==> config.mk <==
export PLATFORM = sky130hd
export DESIGN_NAME = zone_input_states_flat
export DESIGN_NICKNAME = d
export VERILOG_FILES = /design/src/rtl/zone_input_states_if.sv /design/src/rtl/zone_input_states.sv /design/src/flat_wrapper.sv
export SDC_FILE = /design/constraint.sdc
export NUM_CORES = 1
export LEC_CHECK = 0
export ABC_AREA = 1
export CELL_PAD_IN_SITES_DETAIL_PLACEMENT = 2
export CELL_PAD_IN_SITES_GLOBAL_PLACEMENT = 2
export CORE_ASPECT_RATIO = 2
export CORE_UTILIZATION = 35
export DETAILED_ROUTE_END_ITERATION = 10
export MAX_ROUTING_LAYER = met4
export PLACE_DENSITY = 0.89
export SETUP_SLACK_MARGIN = 0.05
export SYNTH_ARGS = -nofsm -noshare
export SYNTH_HDL_FRONTEND = slang
export SYNTH_SLANG_ARGS = --single-unit
export TNS_END_PERCENT = 20
==> constraint.sdc <==
create_clock -name i_Clk -period 2.2 [get_ports i_Clk]
set_clock_uncertainty 0.15 [all_clocks]
set_input_delay 0.44 -clock i_Clk [delete_from_list [all_inputs] [get_ports i_Clk]]
set_output_delay 0.44 -clock i_Clk [all_outputs]
set_load 0.05 [all_outputs]
==> src/rtl/zone_input_states_if.sv <==
// rtl/zone_input_states_if.sv - switch inputs and zone status outputs of zone_input_states
interface zone_input_states_if #(
    parameter int NUM_ZONES = 4
) ();
    localparam int AW = $clog2(NUM_ZONES + 1);

    logic [NUM_ZONES-1:0] i_Switch;
    logic                 i_Clear_All;
    logic [NUM_ZONES-1:0] o_zone_states;
    logic [NUM_ZONES-1:0] o_zone_leds;
    logic                 o_change_pulse;
    logic [NUM_ZONES-1:0] o_change_mask;
    logic [AW-1:0]        o_active_count;

    modport slave (
        input  i_Switch,
        input  i_Clear_All,
        output o_zone_states,
        output o_zone_leds,
        output o_change_pulse,
        output o_change_mask,
        output o_active_count
    );

    modport master (
        output i_Switch,
        output i_Clear_All,
        input  o_zone_states,
        input  o_zone_leds,
        input  o_change_pulse,
        input  o_change_mask,
        input  o_active_count
    );
endinterface

==> src/rtl/zone_input_states.sv <==
// rtl/zone_input_states.sv - debounced per-zone switch states with toggle/follow mode and change reporting
module zone_input_states #(
    parameter int NUM_ZONES       = 4,
    parameter int DEBOUNCE_CYCLES = 16,
    parameter int TOGGLE_MODE     = 1
) (
    input  logic                 i_Clk,
    input  logic                 i_Reset_n,
    zone_input_states_if.slave   bus
);
    localparam int CW = $clog2(DEBOUNCE_CYCLES + 1);
    localparam int AW = $clog2(NUM_ZONES + 1);
    localparam logic [CW-1:0] CNT_LAST = CW'(DEBOUNCE_CYCLES - 1);

    logic [NUM_ZONES-1:0] r_sync1;
    logic [NUM_ZONES-1:0] r_sync2;
    logic [NUM_ZONES-1:0] r_deb;
    logic [NUM_ZONES-1:0] r_deb_chg;
    logic [CW-1:0]        r_cnt [NUM_ZONES];
    logic [NUM_ZONES-1:0] r_state;
    logic [NUM_ZONES-1:0] r_mask;
    logic                 r_pulse;
    logic [AW-1:0]        r_count;

    logic [NUM_ZONES-1:0] w_next;
    logic [NUM_ZONES-1:0] w_diff;
    logic [AW-1:0]        w_next_count;

    always_ff @(posedge i_Clk or negedge i_Reset_n) begin
        if (!i_Reset_n) begin
            r_sync1 <= '0;
            r_sync2 <= '0;
        end else begin
            r_sync1 <= bus.i_Switch;
            r_sync2 <= r_sync1;
        end
    end

    // The counter only runs while the synchronized level disagrees with the
    // accepted level; reaching DEBOUNCE_CYCLES-1 on a disagreeing edge means
    // this is the DEBOUNCE_CYCLES-th consecutive differing cycle.
    always_ff @(posedge i_Clk or negedge i_Reset_n) begin
        if (!i_Reset_n) begin
            r_deb     <= '0;
            r_deb_chg <= '0;
            for (int k = 0; k < NUM_ZONES; k++) begin
                r_cnt[k] <= '0;
            end
        end else begin
            for (int k = 0; k < NUM_ZONES; k++) begin
                r_deb_chg[k] <= 1'b0;
                if (r_sync2[k] == r_deb[k]) begin
                    r_cnt[k] <= '0;
                end else if (r_cnt[k] == CNT_LAST) begin
                    r_deb[k]     <= r_sync2[k];
                    r_deb_chg[k] <= 1'b1;
                    r_cnt[k]     <= '0;
                end else begin
                    r_cnt[k] <= r_cnt[k] + CW'(1);
                end
            end
        end
    end

    always_comb begin
        w_next = r_state;
        if (bus.i_Clear_All) begin
            w_next = '0;
        end else if (TOGGLE_MODE != 0) begin
            w_next = r_state ^ (r_deb_chg & r_deb);
        end else begin
            w_next = (r_state & ~r_deb_chg) | (r_deb & r_deb_chg);
        end
        w_diff = w_next ^ r_state;
        w_next_count = '0;
        for (int k = 0; k < NUM_ZONES; k++) begin
            w_next_count = w_next_count + AW'(w_next[k]);
        end
    end

    always_ff @(posedge i_Clk or negedge i_Reset_n) begin
        if (!i_Reset_n) begin
            r_state <= '0;
            r_mask  <= '0;
            r_pulse <= 1'b0;
            r_count <= '0;
        end else begin
            r_state <= w_next;
            r_mask  <= w_diff;
            r_pulse <= |w_diff;
            r_count <= w_next_count;
        end
    end

    assign bus.o_zone_states  = r_state;
    assign bus.o_zone_leds    = r_state;
    assign bus.o_change_pulse = r_pulse;
    assign bus.o_change_mask  = r_mask;
    assign bus.o_active_count = r_count;
endmodule

==> src/flat_wrapper.sv <==
// flat-port wrapper written by rule: the top's interface ports become plain ports
module zone_input_states_flat 
#(
    parameter int NUM_ZONES       = 4,
    parameter int DEBOUNCE_CYCLES = 16,
    parameter int TOGGLE_MODE     = 1
)
  (i_Clk, i_Reset_n, bus_i_Switch, bus_i_Clear_All, bus_o_zone_states, bus_o_zone_leds, bus_o_change_pulse, bus_o_change_mask, bus_o_active_count);
  zone_input_states_if #(.NUM_ZONES(NUM_ZONES)) bus_i ();
  input  logic i_Clk;
  input  logic i_Reset_n;
  input wire logic [$bits(bus_i.i_Switch)-1:0] bus_i_Switch;
  input wire logic [$bits(bus_i.i_Clear_All)-1:0] bus_i_Clear_All;
  output wire logic [$bits(bus_i.o_zone_states)-1:0] bus_o_zone_states;
  output wire logic [$bits(bus_i.o_zone_leds)-1:0] bus_o_zone_leds;
  output wire logic [$bits(bus_i.o_change_pulse)-1:0] bus_o_change_pulse;
  output wire logic [$bits(bus_i.o_change_mask)-1:0] bus_o_change_mask;
  output wire logic [$bits(bus_i.o_active_count)-1:0] bus_o_active_count;
  assign bus_i.i_Switch = bus_i_Switch;
  assign bus_i.i_Clear_All = bus_i_Clear_All;
  assign bus_o_zone_states = bus_i.o_zone_states;
  assign bus_o_zone_leds = bus_i.o_zone_leds;
  assign bus_o_change_pulse = bus_i.o_change_pulse;
  assign bus_o_change_mask = bus_i.o_change_mask;
  assign bus_o_active_count = bus_i.o_active_count;
  zone_input_states #(.NUM_ZONES(NUM_ZONES), .DEBOUNCE_CYCLES(DEBOUNCE_CYCLES), .TOGGLE_MODE(TOGGLE_MODE)) u_core (.i_Clk(i_Clk), .i_Reset_n(i_Reset_n), .bus(bus_i));
endmodule
Word level (Yosys, flattened, before mapping)
Index checks and enable logic that the tools add are counted.
{"block": "op_classes", "n_shift": 0, "bitwise_logic": 7, "div": 0, "n_reduce_logical": 5, "n_eq_ne": 8, "mux": 17, "addsub": 7, "n_mul": 0, "magnitude_cmp": 0}
{"op": "two-way mux 5 bit", "n": 8}
{"op": "adder 5 x 1 -> 5 bit (second input constant)", "n": 4}
{"op": "equality test 5 x 4 -> 1 bit (second input constant)", "n": 4}
{"op": "two-way mux 1 bit", "n": 8}
{"op": "AND reduction 2 bit", "n": 4}
{"op": "bitwise XOR 4 bit", "n": 2}
{"op": "adder 3 x 1 -> 3 bit", "n": 2}
{"op": "bitwise AND 4 bit", "n": 1}
{"op": "equality test 1 bit", "n": 4}
{"op": "two-way mux 4 bit", "n": 1}
{"op": "inverter 1 bit", "n": 4}
{"op": "OR reduction 4 bit", "n": 1}
{"op": "adder 1 x 1 -> 2 bit", "n": 1}
{"block": "word_totals", "memories": 0, "elab_cells": 59, "mem_bits_ro": 0, "mem_bits_rw": 0, "latchBits": 0, "register_bits": 48, "output_inout_bits": 16, "in_bits": 7}

Depth between registers and ports, before layout
{"block": "depth", "word_depth": 6, "depth_mapped": 6}

Worst setup path after synthesis
No wires, ideal clock.
{"block": "synth_path", "kind": "flip-flop to flip-flop", "from": "reg u_core.r_state[0] (netlist: u_core.bus.o_zone_leds[0])", "to": "reg u_core.r_count[1] (netlist: u_core.bus.o_active_count[1])", "stages_incl_launch_ff": 6, "t_required_ns": 1.924, "setup_slack_ns": 0.114, "synth_period_minus_slack_ns": 2.086, "arrival_ns": 1.810, "cell_sequence": "dfrtp_1 xor2_1 nor2_1 ha_1 fa_1 ha_1"}
{"block": "synth_between", "elab_chain_cells": 5}
{"item": "from (decl)", "line": "zone_input_states.sv:20", "text": "logic [NUM_ZONES-1:0] r_state;"}
{"item": "from (signal assigned)", "line": "zone_input_states.sv:88", "text": "r_state <= w_next;"}
{"item": "bitwise XOR 4 bit", "line": "zone_input_states.sv:70", "text": "w_next = r_state ^ (r_deb_chg & r_deb);"}
{"item": "two-way mux 4 bit", "line": "zone_input_states.sv:67", "text": "if (bus.i_Clear_All) begin"}
{"item": "via u_core.w_next[0]", "line": "zone_input_states.sv:25", "text": "logic [NUM_ZONES-1:0] w_next;"}
{"item": "adder 1 x 1 -> 2 bit", "line": "zone_input_states.sv:77", "text": "w_next_count = w_next_count + AW'(w_next[k]);"}
{"item": "adder 3 x 1 -> 3 bit (2 in a row)", "line": "zone_input_states.sv:77"}
{"item": "via u_core.w_next_count[1]", "line": "zone_input_states.sv:27", "text": "logic [AW-1:0] w_next_count;"}
{"item": "to (signal assigned)", "line": "zone_input_states.sv:91", "text": "r_count <= w_next_count;"}
{"item": "to (decl)", "line": "zone_input_states.sv:23", "text": "logic [AW-1:0] r_count;"}
The timed path passes the listed nets, and every way through them passes these cells.
A chain may end at the register's enable or synchronous reset.

Worst setup path after layout
{"block": "layout_path", "from": "reg u_core.r_count[1] (netlist: u_core.bus.o_active_count[1])", "to": "out bus_o_active_count[1]"}
{"item": "to (decl)", "line": "flat_wrapper.sv:18", "text": "output wire logic [$bits(bus_i.o_active_count)-1:0] bus_o_active_count;"}
No word-level cell between the ends.

==> impl_metrics.yaml <==
timing:
  setup_viol: 0
  timing.final.hold_violations: 0
  relSlewSlack_pct: 65.8
  fin_ws_ps: 108
  report.final.slew_viol_count: 0
  fin_crit_ps: 2090
  rsz0062_at_grt: "no"
  max_clock_freq_ghz: 0.478
  tightest_slew_ps: 515
  tns_ps: 0
  finalCritPeriodShare_pct: 95.1
worst_hold_path:
  hp-class: "register to register"
die:
  start_util_pct: 36.6
  die_x_um: 54.1
  ios: 23
  die-area_sq_mm: 0.00574
  core_sq_mm: 0.00518
  die_h_um: 106
  rows: 37
drt:
  routed_wl_um: 4470
  antenna_left: 0
  drt_drc_violations_left: 0
  vias: 1321
  drt_pass1_iterations: 3
  wl_per_cell_um: 16.4
  dr.first_iter.drc_count: 4
  viasPerCell: 4.86
pwr:
  ir_drop_uv: 682
  switching_share_pct: 23.4
  power_density_mw_per_mm2: 731
  p_int_uw: 1280
  leakagePower_uw: 0.00119
  p_switching_uw: 391
  pwr-share-clk_pct: 39.5
  p_comb_share_pct: 4.9
  p_seq_share_pct: 55.6
grt:
  grt_pass1_vias: 1535
  grt_max_degree: 20
  globalRoute.totalOverflow: 0
  antenna_found_initial: 0
  grt_usage_pct: 19.5
  grt_pass1_wl_um: 7420
cells_and_area:
  diodes: 0
  fin_nets: 227
  nFillCells: 580
  layout-drive-gt1-share_pct: 7.94
  final_cells: 272
  area_delta_synth_final_pct: 20.7
  fin_util_pct: 44.2
  multi_input_area_sq_um: 613
  seq_area_sq_mm: 0.00120
critical_path:
  cp_slowest_cell: "clkdlybuf4s50_1"
  startpoint_type: "register"
  required_ps: 1610
  path_class: "register to primary output"
  cp_cell_sequence: "clkdlybuf4s50_1"
  critPathMaxFanout: 1
  max_stage_delay_ps: 810
  path_buf_inv: 1
  cp-end-kind: "primary output"
  arrival_ps: 1500
  crit_family: "buffers and inverters"
synthesis:
  synth_edf_count: 0
  ys_seq_area_share_pct: 63.3
  synthArstFlopShare_pct: 100
  ys_ff_latch: 48
  synth_top_area_share_pct: 63.3
  syn_avg_cell_area_sq_um: 10.3
  ys_top_cells_by_area: "dfrtp_1 (63%), nand2_1 (8.9%), nor2_1 (6.1%)"
  synth_flop_cell: "dfrtp_1"
  post_synth_inst_count: 185
  yosys_warnings: 0
  synth_fp_nets: 199
  synth_cell_types: 13
  synth_common_cells: "dfrtp_1 (48), nand2_1 (45), nor2_1 (31), inv_1 (14), nand3_1 (11)"
  yosysMostFrequentCell: "dfrtp_1"
  syn_area_sq_mm: 0.00190
  yosysTopAreaCell: "dfrtp_1"
placement:
  gp_congestion: 0.743
  numPortBuffers: 22
  hpwl_um: 3340
  dp_cells: 263
  place_ws_ps: -162
clock_tree:
  h-tree-depth: 2
  clockBufferDepth: 2
  clock_latency_ps: 320
  post_cts_buffers: 0
  clock_sinks: 48
  clkTransAtPathRegs_ps: 100
  root_buffer: "clkbuf_8"
  tritoncts.num_buffers: 5
  cts_tree: "yes"
job:
  drv_cap: 0
status:
  status: "finished clean"
## through the flow
| stage | cell area (sq um) | power (uW) | hold slack, ps |
|---|---|---|---|
| finish | 2290 | 1670 | 210 |
| global route | 2290 | 1740 | 214 |
| CTS | 2280 | 1700 | 214 |
| detailed placement | 2160 | 1030 | 191 |
| global placement | 2160 | 1020 | 182 |
| floorplan | 1900 | 980 | -5.59 |
## cells in the final DEF, fill, tap and decap left out, drive strengths merged
cell type	n
dfrtp	48
xor2	8
xnor2	4
o21ai	1
clkdlybuf4s50	13
fa	1
nor3	7
buf	7
nand2	45
dlygate4sd2	5
nand4	4
bufinv	1
nand3	11
inv	15
clkbuf	5
nor2	31
ha	6
dlygate4sd3	1
clkinvlp	1
## repair_timing
action / 4_1_cts / 5_1_grt
hold buffers: 1 / 0
pin swaps: 0 / 0
hold endpoints to repair: 17 / 0
gates cloned: 0 / 0
gates resized for setup: 5 / 2
setup endpoints to repair: 5 / 1
## registers in the layout, summed over array words and instances, names as in the netlist
signal / flops
u_core.bus.o_active_count: 3
u_core.bus.o_change_mask: 4
u_core.bus.o_change_pulse: 1
u_core.bus.o_zone_leds: 4
u_core.r_cnt: 20
u_core.r_deb: 4
u_core.r_deb_chg: 4
u_core.r_sync1: 4
u_core.r_sync2: 4
## path summary, 6_finish.rpt
kind | end | depth (start not counted) | slack (ps) | from
worst max register to register | u_core.bus.o_active_count[1] | 6 | 160 | u_core.r_deb[1]
min in group asynchronous | u_core.bus.o_active_count[2] | 2 | 430 | i_Reset_n
worst min register to register | u_core.r_sync2[1] | 0 | 210 | u_core.r_sync1[1]
worst min-delay path | u_core.r_sync2[1] | 0 | 210 | u_core.r_sync1[1]
worst max-delay path | bus_o_active_count[1] | 1 | 110 | u_core.bus.o_active_count[1]
max in group asynchronous | u_core.r_deb[0] | 3 | 870 | i_Reset_n
## cell families after synthesis
kind of cell    Yosys count  share of synthesized area [%]
xor+xnor                 12                           5.54
buf+inv                  19                           4.75
compound gates            1                          0.264
flops                    48                           63.3
simple gates             98                           21.1
fa+ha+maj                 7                           5.01
## power groups by stage
| stage | clock network (uW) | registers, uW | logic [uW] |
|---|---|---|---|
| 2_1_floorplan | 0 | 941 | 38.8 |
| 3_3_place_gp | 0 | 945 | 75.6 |
| 3_5_place_dp | 0 | 948 | 82.1 |
| 4_1_cts | 684 | 931 | 85.2 |
| 5_1_grt | 707 | 934 | 93.9 |
| 6_report | 661 | 931 | 81.5 |
## final cells by class
cell class                 instances  area share, %
multi-input combinational        118           26.8
clock inverter                     3           2.02
inverter                          14           2.30
tap                               58           3.17
sequential                        48           52.5
clock buffer                       5           3.01
timing repair buffer              26           10.2
## layer usage
layer	GRT usage [%]	part of all wire [%]	up-vias
met2	34.1	59	24
li1	-	-	630
met1	19.0	35	660
met5	-	0	-
met4	9.89	2.8	0
met3	4.01	2.9	7
No activity file was read; power rests on OpenSTA's default activity.
